===== config.mk =====
export PLATFORM = sky130hd
export DESIGN_NAME = xxhash32_arbiter
export DESIGN_NICKNAME = d
export VERILOG_FILES = /design/src/rtl/xxhash32_arbiter.sv
export SDC_FILE = /design/constraint.sdc
export NUM_CORES = 1
export LEC_CHECK = 0
export ABC_AREA = 1
export CORE_UTILIZATION = 36
export CTS_BUF_LIST = sky130_fd_sc_hd__clkbuf_8
export CTS_CLUSTER_SIZE = 12
export DETAILED_ROUTE_END_ITERATION = 7
export PLACE_DENSITY_LB_ADDON = 0.3
export SLEW_MARGIN = 10
export SYNTH_ARGS = -nofsm -noshare
export SYNTH_HDL_FRONTEND = slang
export SYNTH_SLANG_ARGS = --single-unit

===== constraint.sdc =====
create_clock -name clk -period 2.05 [get_ports clk]
set_input_delay 0.41 -clock clk [delete_from_list [all_inputs] [get_ports clk]]
set_output_delay 0.41 -clock clk [all_outputs]
set_load 0.1 [all_outputs]

===== src/rtl/xxhash32_arbiter.sv =====
// xxhash32_arbiter: round-robin sequencer sharing one xxhash32 core among
// NUM_REQ streaming requesters. Each message is a seed beat followed by zero
// or more data words; the finished hash goes back over a valid/ready channel.
// Optional stall timeout: define XXHASH_ARB_TIMEOUT_EN to enable it.
module xxhash32_arbiter #(
    parameter int NUM_REQ        = 4,
    parameter int TIMEOUT_CYCLES = 255
) (
    input  logic                   clk,
    input  logic                   rst_n,
    input  logic [NUM_REQ-1:0]     s_valid,
    input  logic [NUM_REQ*32-1:0]  s_data,
    input  logic [NUM_REQ-1:0]     s_last,
    output logic [NUM_REQ-1:0]     s_ready,
    output logic [NUM_REQ-1:0]     res_valid,
    input  logic [NUM_REQ-1:0]     res_ready,
    output logic [31:0]            res_hash,
    output logic                   res_err,
    output logic                   core_seed_in,
    output logic                   core_add_to_hash,
    output logic                   core_request_hash,
    output logic [31:0]            core_input_bytes,
    input  logic [31:0]            core_output_hash
);

    localparam int GW = (NUM_REQ > 1) ? $clog2(NUM_REQ) : 1;

    typedef enum logic [2:0] {
        S_IDLE, S_SEED, S_DATA, S_DRAIN, S_FINAL, S_CAPTURE, S_RESULT
    } state_t;

    state_t          r_state, w_next;
    logic [GW-1:0]   r_gnt, r_last_grant, w_pick;
    logic            w_any;
    logic [31:0]     w_words [NUM_REQ];
    logic [31:0]     w_sd;
    logic            w_sv, w_sl, w_rr;
    logic [31:0]     r_res_hash;
    int              w_idx;

`ifdef XXHASH_ARB_TIMEOUT_EN
    logic [15:0]     r_tmo;
    logic            r_res_err;
    logic            w_tmo_hit, w_tmo;
`endif

    // Unpack the flat data bus into one word per requester
    for (genvar g = 0; g < NUM_REQ; g++) begin : g_words
        assign w_words[g] = s_data[g*32 +: 32];
    end

    assign w_sd = w_words[r_gnt];
    assign w_sv = s_valid[r_gnt];
    assign w_sl = s_last[r_gnt];
    assign w_rr = res_ready[r_gnt];

    // Round-robin pick: first valid requester strictly after the last grant
    always_comb begin
        w_pick = r_last_grant;
        w_any  = 1'b0;
        w_idx  = 0;
        for (int k = 1; k <= NUM_REQ; k++) begin
            w_idx = int'(r_last_grant) + k;
            if (w_idx >= NUM_REQ) w_idx = w_idx - NUM_REQ;
            if (!w_any && s_valid[GW'(w_idx)]) begin
                w_any  = 1'b1;
                w_pick = GW'(w_idx);
            end
        end
    end

`ifdef XXHASH_ARB_TIMEOUT_EN
    // The cycle that completes TIMEOUT_CYCLES consecutive stalls aborts
    assign w_tmo_hit = (r_tmo == 16'(TIMEOUT_CYCLES - 1));
`endif

    // Next-state and strobe decode; strobes only ever come from one state
    always_comb begin
        w_next            = r_state;
        s_ready           = '0;
        res_valid         = '0;
        core_seed_in      = 1'b0;
        core_add_to_hash  = 1'b0;
        core_request_hash = 1'b0;
        core_input_bytes  = 32'd0;
`ifdef XXHASH_ARB_TIMEOUT_EN
        w_tmo             = 1'b0;
`endif
        case (r_state)
            S_IDLE: begin
                if (w_any) w_next = S_SEED;
            end
            S_SEED: begin
                s_ready[r_gnt] = 1'b1;
                if (w_sv) begin
                    core_seed_in     = 1'b1;
                    core_input_bytes = w_sd;
                    w_next           = w_sl ? S_DRAIN : S_DATA;
                end
`ifdef XXHASH_ARB_TIMEOUT_EN
                else if (w_tmo_hit) begin
                    w_tmo  = 1'b1;
                    w_next = S_RESULT;
                end
`endif
            end
            S_DATA: begin
                s_ready[r_gnt] = 1'b1;
                if (w_sv) begin
                    core_add_to_hash = 1'b1;
                    core_input_bytes = w_sd;
                    if (w_sl) w_next = S_DRAIN;
                end
`ifdef XXHASH_ARB_TIMEOUT_EN
                else if (w_tmo_hit) begin
                    w_tmo  = 1'b1;
                    w_next = S_RESULT;
                end
`endif
            end
            // Core needs one quiet cycle to fold a just-completed stripe
            S_DRAIN:   w_next = S_FINAL;
            S_FINAL: begin
                core_request_hash = 1'b1;
                w_next            = S_CAPTURE;
            end
            S_CAPTURE: w_next = S_RESULT;
            S_RESULT: begin
                res_valid[r_gnt] = 1'b1;
                if (w_rr) w_next = S_IDLE;
            end
            default:   w_next = S_IDLE;
        endcase
    end

    // State, grant and round-robin pointer
    always_ff @(posedge clk or negedge rst_n) begin
        if (!rst_n) begin
            r_state      <= S_IDLE;
            r_gnt        <= '0;
            r_last_grant <= GW'(NUM_REQ - 1);
        end else begin
            r_state <= w_next;
            if (r_state == S_IDLE && w_any) r_gnt <= w_pick;
            if (r_state == S_RESULT && w_rr) r_last_grant <= r_gnt;
        end
    end

    // Result register: held stable for the whole RESULT phase
    always_ff @(posedge clk or negedge rst_n) begin
        if (!rst_n) begin
            r_res_hash <= 32'd0;
`ifdef XXHASH_ARB_TIMEOUT_EN
            r_res_err  <= 1'b0;
`endif
        end else if (r_state == S_CAPTURE) begin
            r_res_hash <= core_output_hash;
`ifdef XXHASH_ARB_TIMEOUT_EN
            r_res_err  <= 1'b0;
        end else if (w_tmo) begin
            r_res_hash <= 32'd0;
            r_res_err  <= 1'b1;
`endif
        end
    end

`ifdef XXHASH_ARB_TIMEOUT_EN
    // Consecutive stalled SEED/DATA cycles; any handshake restarts the count
    always_ff @(posedge clk or negedge rst_n) begin
        if (!rst_n) begin
            r_tmo <= 16'd0;
        end else if ((r_state == S_SEED || r_state == S_DATA) && !w_sv) begin
            r_tmo <= r_tmo + 16'd1;
        end else begin
            r_tmo <= 16'd0;
        end
    end
    assign res_err = r_res_err;
`else
    assign res_err = 1'b0;
`endif

    assign res_hash = r_res_hash;

endmodule


; Yosys cells after proc, flatten, opt, wreduce, memory -nomap -nowiden
; Index checks and enable logic that the tools add are counted.
[classes]
mux = 50
n_eq_ne = 11
reduce_logical = 12
n_addsub = 8
n_lt_le_gt_ge = 11
n_bitwise = 1
[op_table]
columns = op, count
row1 = two-way mux 32 bit, 4
row2 = binary-select mux 32 bit (select 2 bit), 1
row3 = two-way mux 1 bit, 21
row4 = one-hot mux 3 bit (7 select lines), 1
row5 = less-than comparator 2 x 4 -> 1 bit (second input constant), 4
row6 = two-way mux 2 bit, 8
row7 = two-way mux 3 bit, 5
row8 = binary-select mux 1 bit (select 2 bit), 7
row9 = greater-or-equal comparator 3 bit (second input constant), 4
row10 = inequality test 2 bit (second input constant), 5
row11 = equality test 3 bit (second input constant), 3
row12 = two-way mux 4 bit, 2
row13 = subtractor 2 x 1 -> 2 bit (second input constant), 4
row14 = adder 2 x 2 -> 3 bit (second input constant), 2
row15 = equality test 3 x 2 -> 1 bit (second input constant), 2
row16 = logical AND 1 bit, 6
row17 = AND reduction 5 bit, 1
row18 = adder 2 x 3 -> 4 bit (second input constant), 1
row19 = greater-or-equal comparator 4 x 3 -> 1 bit (second input constant), 1
row20 = adder 2 x 1 -> 3 bit (second input constant), 1
row21 = equality test 3 x 1 -> 1 bit (second input constant), 1
row22 = logical NOT 1 bit, 3
row23 = logical NOT 3 bit, 1
row24 = less-than comparator 2 x 3 -> 1 bit (second input constant), 1
row25 = other kinds (4), 4
[word_totals]
elab_cells = 97
register_bits = 39

; Logic depth before layout (Yosys ltp)
; Gate-level depths: netlist of run 1.
[depth]
ltp_word = 18
mapped_depth = 12
depth_no_buf = 12

; Worst setup path after synthesis of run 1
; OpenSTA, ideal clock, no wires.
[synth_path]
path_kind = register to output
start = register r_gnt[0]
end = output core_input_bytes[0]
t_required_ns = 1.640
setup_slack_ns = -1.201
t_arrival_ns = 2.841
path_stages_with_launch = 11
n_path_buf = 1
cell_sequence = dfrtp_1 -> buf_6 -> inv_6 -> nand2_2 -> nand2_1 -> nand2_2 -> nand2_2 -> inv_4 -> nor2_8 -> nor2_8 -> a31oi_1
[synth_between]
elab_chain_cells = 6
elab_cells_between_ends = 8
classes_between = mux (7) / bitwise (1)
[synth_rtl]
columns = element, line_no
row1 = start: declaration, 33  ; logic [GW-1:0] r_gnt, r_last_grant, w_pick;
row2 = start signal: assignment, 144  ; if (r_state == S_IDLE && w_any) r_gnt <= w_pick;
row3 = inverter 2 -> 3 bit (not written as such), 52  ; assign w_sd = w_words[r_gnt];
row4 = binary-select mux 32 bit (select 2 bit), 52
row5 = two-way mux 32 bit (not written as such) (2 in a row), 52
row6 = two-way mux 32 bit *, "95, 109"
row7 = two-way mux 32 bit *, -
row8 = end: declaration, 22  ; output logic [31:0] core_input_bytes,
; Mark *: on every way between the ends. The rest lies on a longest branch, timed or not. The select of a mux whose other input is x is not followed.

; Final worst setup path of run 1
[layout_path]
start = register r_gnt[0]
end = output core_input_bytes[1]
; The elaborated chain is that of the path after synthesis.

==> results of run 1 <==
-- final cells by class --
class	instances	area, um2
flip-flops and latches	39	982.2
inverters	21	101.3
well taps	108	135.1
multi-input cells	282	2317
clock buffers	5	68.82
clock inverters	3	43.79
repair buffers	305	3542
fillers	510	1700
-- worst max-delay path, cell delays in order (launching register included) --
cell and delay (ps):
dfrtp_2 500, o21ai_2 190, nand2_2 90, nand2_2 100
clkinv_4 120, nor2_8 130, buf_12 120, nor2_4 60
clkbuf_16 170, a31oi_4 170, buf_12 200
-- logic make-up after synthesis --
kind of cell	after synthesis	share of synthesized area
AO/OA/AOI/OAI	75	0.2839
buffers and inverters	48	0.08184
flip-flops	39	0.2909
multiplexers	32	0.1071
other	1	0.001115
AND/OR/NAND/NOR	173	0.2351
-- report_power, final --
part	internal [W]	leakage, nW	switching, W	total, W
clock network	0.000363	0.0581	0.000292	0.000655
registers	0.00119	0.452	0.000298	0.00149
logic	0.00386	2.31	0.00764	0.0115
-- through the flow --
| stage | power (W) | hold WS (ps) | util |
|---|---|---|---|
| 6_report | 0.01365 | 237.1 | 0.8088 |
| 5_1_grt | 0.01411 | 297.3 | 0.8088 |
| 4_1_cts | 0.01303 | 254.0 | 0.7876 |
| 3_5_place_dp | 0.01150 | 482.9 | 0.7266 |
| 3_3_place_gp | 0.01134 | 476.5 | 0.7266 |
| 2_1_floorplan | 0.008784 | 114.4 | - |
-- state kept, by name, indices dropped and copies added, names as in the netlist --
register,count
res_hash,32
r_state,3
r_gnt,2
r_last_grant,2
-- layer usage --
layer  vias up  global-route usage
met5         -                   0
met4         0              0.1424
met3        68             0.07447
met2       230              0.5352
met1      1962              0.3110
li1       1876                   -
-- final timing paths --
| path | depth (start not counted) | slack, ps | end |
|---|---|---|---|
| hold / removal | 1 | 240 | res_hash[14]$_DFFE_PN0N_ |
| min in group clk | 1 | 490 | res_hash[22]$_DFFE_PN0N_ |
| max in group asynchronous | 1 | 1180 | r_gnt[0]$_DFFE_PN0P_ |
| setup reg to reg | 17 | -280 | r_state[1]$_DFFE_PN0P_ |
| setup / recovery | 10 | -500 | core_input_bytes[1] |
| hold reg to reg | 1 | 490 | res_hash[22]$_DFFE_PN0N_ |
-- placed cells by master (no fill, tap or decap), types with 4 or more instances in the layout --
| master | n |
|---|---|
| o21ai_0 | 6 |
| buf_6 | 19 |
| buf_12 | 53 |
| nand2_2 | 9 |
| inv_2 | 6 |
| buf_4 | 55 |
| dfrtp_1 | 34 |
| a31oi_4 | 32 |
| nand2_1 | 92 |
| clkinv_4 | 4 |
| clkdlybuf4s50_1 | 168 |
| a22oi_1 | 29 |
| mux2_1 | 9 |
| nand3_1 | 43 |
| inv_1 | 10 |
| mux2_2 | 23 |
| dlygate4sd2_1 | 4 |
| nor2_4 | 13 |
| clkbuf_8 | 5 |
-- timing repair --
| item | 4_1_cts | 5_1_grt |
|---|---|---|
| hold buffers | 0 | 0 |
| setup endpoints to repair | 42 | 45 |
| gates resized for setup | 36 | 38 |
| buffers inserted | 23 | 8 |
| cloned | 5 | 1 |
| pin swaps | 9 | 24 |
==> reports/results.tsv, run 1 <==
stage	metric	value	unit
power	worst_ir_drop_vdd	1.026	mV
placement	placedCellCount	723	
detailed_routing	viasPerCell	5.421	
detailed_routing	met2_length	8342	um
sta	tightestPinTransition	915.4	ps
power	p_leak	2.819	nW
final_layout	n_antenna_cell	0	
power	cellPowerDensity	1898	nW/um2
floorplanning	die_width	98.66	um
sta	finalCritPeriodShare	1.243	
hold_path	hp-class	input port to async pin	
sta	setup_violations	42	
global_routing	antenna_found_initial	0	
cts	cts.htree.levels	2	
synth	synth.avg_cell_area	9.139	um2
synth	yosysSeqAreaShare	0.2909	
worst_setup_path	worstPathMaxFanout	6	
outcome	violations	setup timing	
synth	async_reset_ff_frac	1.000	
placement	post_dp_cell_area	6460	um2
synth	synth_seq_cells	39	
sta	fin_tns_setup	-17630	ps
global_routing	grt_pass1_wl	21890	um
floorplanning	fp-row-count	34	
global_routing	grt_pass1_vias	4222	
worst_setup_path	path_class	flip-flop to output port	
detailed_routing	drt_pass1_iterations	5	
detailed_routing	highest_layer	met4	
cts	cts_tree	built	
cts	clk_pin_slew	80	ps
synth	synth_top_area_frac	0.2753	
synth	mappedNetlistNets	542	
detailed_routing	drt_iter0_markers	213	
final_layout	final_cells	763	
sta	fin_crit	2549	ps
placement	io_buffers	248	
cts	numCtsBuffers	5	
cts	clkLatencyLatePin	300	ps
placement	gp_congestion	0.9554	
placement	dpl.hpwl	10500	um
global_routing	grt_start_max_net_pins	40	
sta	hold_violations	0	
run	drv_cap	0	
sta	final_max_slew_viol_count	0	
synth	syn_area	3363	um2
sta	slew-limit-headroom	0.3897	
final_layout	area_growth_syn_to_layout	113.8	%
global_routing	grt.total_usage	0.2917	
final_layout	layout.nets	828	
floorplanning	start_util	0.3783	
synth	syn_inst	368	
synth	netlist-cell-type-count	30	
sta	fmax	392.4	MHz
detailed_routing	drc	0	
cts	ctsRootBufferMaster	clkbuf_8	
cts	cts_sinks	39	
synth	synth_largest_area_cell	dfrtp_1	
worst_setup_path	critPathCaptureType	output port	
outcome	status	complete, but fails checks	
detailed_routing	vias	4136	
sta	fin_skew	11.70	ps
detailed_routing	wl_met1	5699	um
detailed_routing	dr_wl_met3	1063	um
worst_setup_path	r2r_start	r_gnt[0]$_DFFE_PN0P_	
detailed_routing	routed_wl	15950	um
synth	synth_area_leaders	dfrtp_1 (28%), a31oi_4 (19%), nand2_1 (11%)	
worst_setup_path	required	1640	ps
floorplanning	ioPinCount	250	
synth	yosys-top-cells-count	nand2_1 (100), nand3_1 (45), dfrtp_1 (37)	
worst_setup_path	crit_path_start_kind	flip-flop	
detailed_routing	ant_nets	0	
final_layout	stdcell_area	7191	um2
worst_setup_path	crit_start	r_gnt[0]$_DFFE_PN0P_	
floorplanning	core	8891	um2
synth	synth-edff-count	0	
placement	pre_cts_ws	-950.2	ps
floorplanning	dieHeight	98.66	um
synth	yosys_most_used_dff	dfrtp_1	
global_routing	grt_overflow	0	
sta	grt_setup_unrepaired	true	
synth	yosysMostFrequentCell	nand2_1	
sta	setup_ws	-498.7	ps
final_layout	drive_gt1_frac	0.3817	
floorplanning	dieArea	9733	um2
synth	yosys_warnings	0	
detailed_routing	wl_per_cell	20.90	um
worst_setup_path	arrival	2140	ps
cts	clockBufferDepth	2	
Note: power is estimated with default switching activity, not from simulation.
==> run 2, diff against run 1 <==
--- a/config.mk
+++ b/config.mk
@@ -13,2 +13,3 @@
 export PLACE_DENSITY_LB_ADDON = 0.3
+export REMOVE_ABC_BUFFERS = 1
 export SLEW_MARGIN = 10
==> constraint.sdc (replaced) <==
create_clock -name clk -period 2.05 [get_ports clk]
set_input_delay 0.205 -clock clk [delete_from_list [all_inputs] [get_ports clk]]
set_output_delay 0.205 -clock clk [all_outputs]
set_load 0.1 [all_outputs]
==> reports/results.tsv, run 2 (synthesized netlist as in run 1, its figures left out) <==
stage	metric	value	unit
final_layout	layout_commonest_cell	clkdlybuf4s50_1	
sta	fin_tns_setup	-3712	ps
final_layout	layout.nets	806	
hold_path	hp-class	input port to async pin	
worst_setup_path	critPathBufInv	3	
detailed_routing	routed_wl	13620	um
global_routing	grt_overflow	0	
cts	ctsRootBufferMaster	clkbuf_8	
floorplanning	dieArea	9733	um2
worst_setup_path	critPathCaptureType	output port	
final_layout	utilization	0.7537	
worst_setup_path	slowest_delay	490	ps
final_layout	drive_gt1_frac	0.3239	
power	cellPowerDensity	1860	nW/um2
global_routing	grt_pass1_vias	4078	
sta	finalCritPeriodShare	1.075	
sta	fin_crit	2203	ps
detailed_routing	viasPerCell	5.193	
detailed_routing	drt_iter0_markers	101	
placement	gp_congestion	0.9367	
sta	tightestPinTransition	829.6	ps
floorplanning	start_util	0.3783	
cts	cts_tree	built	
cts	cts_sinks	39	
detailed_routing	wl_per_cell	18.36	um
outcome	violations	setup timing	
cts	clockBufferDepth	2	
sta	setup_violations	32	
worst_setup_path	slowest_stage	dfrtp_2	
cts	clk_pin_slew	80	ps
worst_setup_path	required	1850	ps
worst_setup_path	crit_path_start_kind	flip-flop	
worst_setup_path	worstPathMaxFanout	7	
cts	clkLatencyLatePin	290	ps
outcome	status	complete, but fails checks	
cts	numCtsBuffers	5	
power	worst_ir_drop_vdd	1.216	mV
detailed_routing	vias	3853	
sta	final_max_slew_viol_count	0	
worst_setup_path	cp_top_family	flip-flops	
global_routing	grt_pass1_wl	20800	um
final_layout	area_growth_syn_to_layout	99.26	%
sta	fin_skew	9.875	ps
placement	dpl.hpwl	10930	um
run	drv_cap	0	
floorplanning	die_width	98.66	um
floorplanning	core	8891	um2
floorplanning	ioPinCount	250	
final_layout	final_cells	742	
detailed_routing	ant_nets	0	
global_routing	met2_usage	0.5043	
global_routing	grt_use_met3	0.07872	
placement	pre_cts_ws	-54.44	ps
global_routing	antenna_found_initial	1	
worst_setup_path	crit_chain	o21ai_1 -> nand2_1 -> nand2_2 -> inv_4 -> nor2_8 -> nor2_8 -> buf_12 -> a31oi_4 -> buf_12	
placement	io_buffers	248	
worst_setup_path	path_class	flip-flop to output port	
final_layout	final_cell_mix	clkdlybuf4s50_1 (172), nand2_1 (97), buf_4 (54), buf_12 (48), nand3_1 (45)	
sta	grt_setup_unrepaired	true	
global_routing	grt_start_max_net_pins	40	
sta	hold_violations	0	
floorplanning	dieHeight	98.66	um
placement	placedCellCount	720	
global_routing	grtUsageMet1	0.2950	
power	p_leak	2.626	nW
cts	cts.htree.levels	2	
sta	hold_slack	7.113	ps
sta	slew-limit-headroom	0.4470	
sta	fmax	453.9	MHz
sta	setup_ws	-153.1	ps
floorplanning	fp-row-count	34	
detailed_routing	drc	0	
final_layout	largest_reg_flops	32	
global_routing	grt.total_usage	0.2733	
worst_setup_path	arrival	2000	ps
detailed_routing	drt_pass1_iterations	5	
global_routing	grt_busiest_layer	met2	
[run 2: area by class of cell]
cell class | instances | area [um2]
Inverter | 21 | 88.84
Sequential cell | 39 | 980.9
Multi-Input combinational cell | 282 | 2193
Tap cell | 108 | 135.1
Antenna cell | 1 | 2.502
Fill cell | 622 | 2190
Clock buffer | 6 | 82.58
Clock inverter | 2 | 35.03
Timing Repair Buffer | 283 | 3183
[run 2: power by group]
part	switching [W]	internal [W]	total, W
registers	0.000326	0.00119	0.00151
clock network	0.000275	0.000394	0.000669
logic	0.00703	0.00326	0.0103
total	0.00763	0.00484	0.0125
[run 2: worst paths after layout]
kind	from	cells after the start	slack (ps)	to
worst min register to register	res_hash[5]$_DFFE_PN0N_	1	500	res_hash[5]$_DFFE_PN0N_
worst max-delay path	r_gnt[0]$_DFFE_PN0P_	9	-150	core_input_bytes[14]
min in group clk	res_hash[5]$_DFFE_PN0N_	1	500	res_hash[5]$_DFFE_PN0N_
max in group asynchronous	rst_n	1	1480	r_gnt[0]$_DFFE_PN0P_
worst min-delay path	rst_n	1	7	res_hash[22]$_DFFE_PN0N_
worst max register to register	r_gnt[0]$_DFFE_PN0P_	13	120	r_state[1]$_DFFE_PN0P_
[run 2: per-stage QoR]
step,instance area (um2),total power (W)
2_1_floorplan,3174,0.008334
4_1_cts,6604,0.01232
5_1_grt,6701,0.01297
3_3_place_gp,6372,0.01129
3_5_place_dp,6372,0.01144
6_report,6701,0.01247
[run 2: per-layer routing]
layer	up-vias	wire length, um
met2	207	7130
met1	1792	4791
met5	-	0
met3	31	1205
li1	1823	-
met4	0	493
[run 2: repair_timing]
action                                  in CTS  in global routing
endpoints found under the setup margin      34                 34
hold buffers                                 0                  0
pin swaps                                    1                  9
gates resized for setup                     12                 20
cloned                                       2                  2
setup buffers                                6                  3
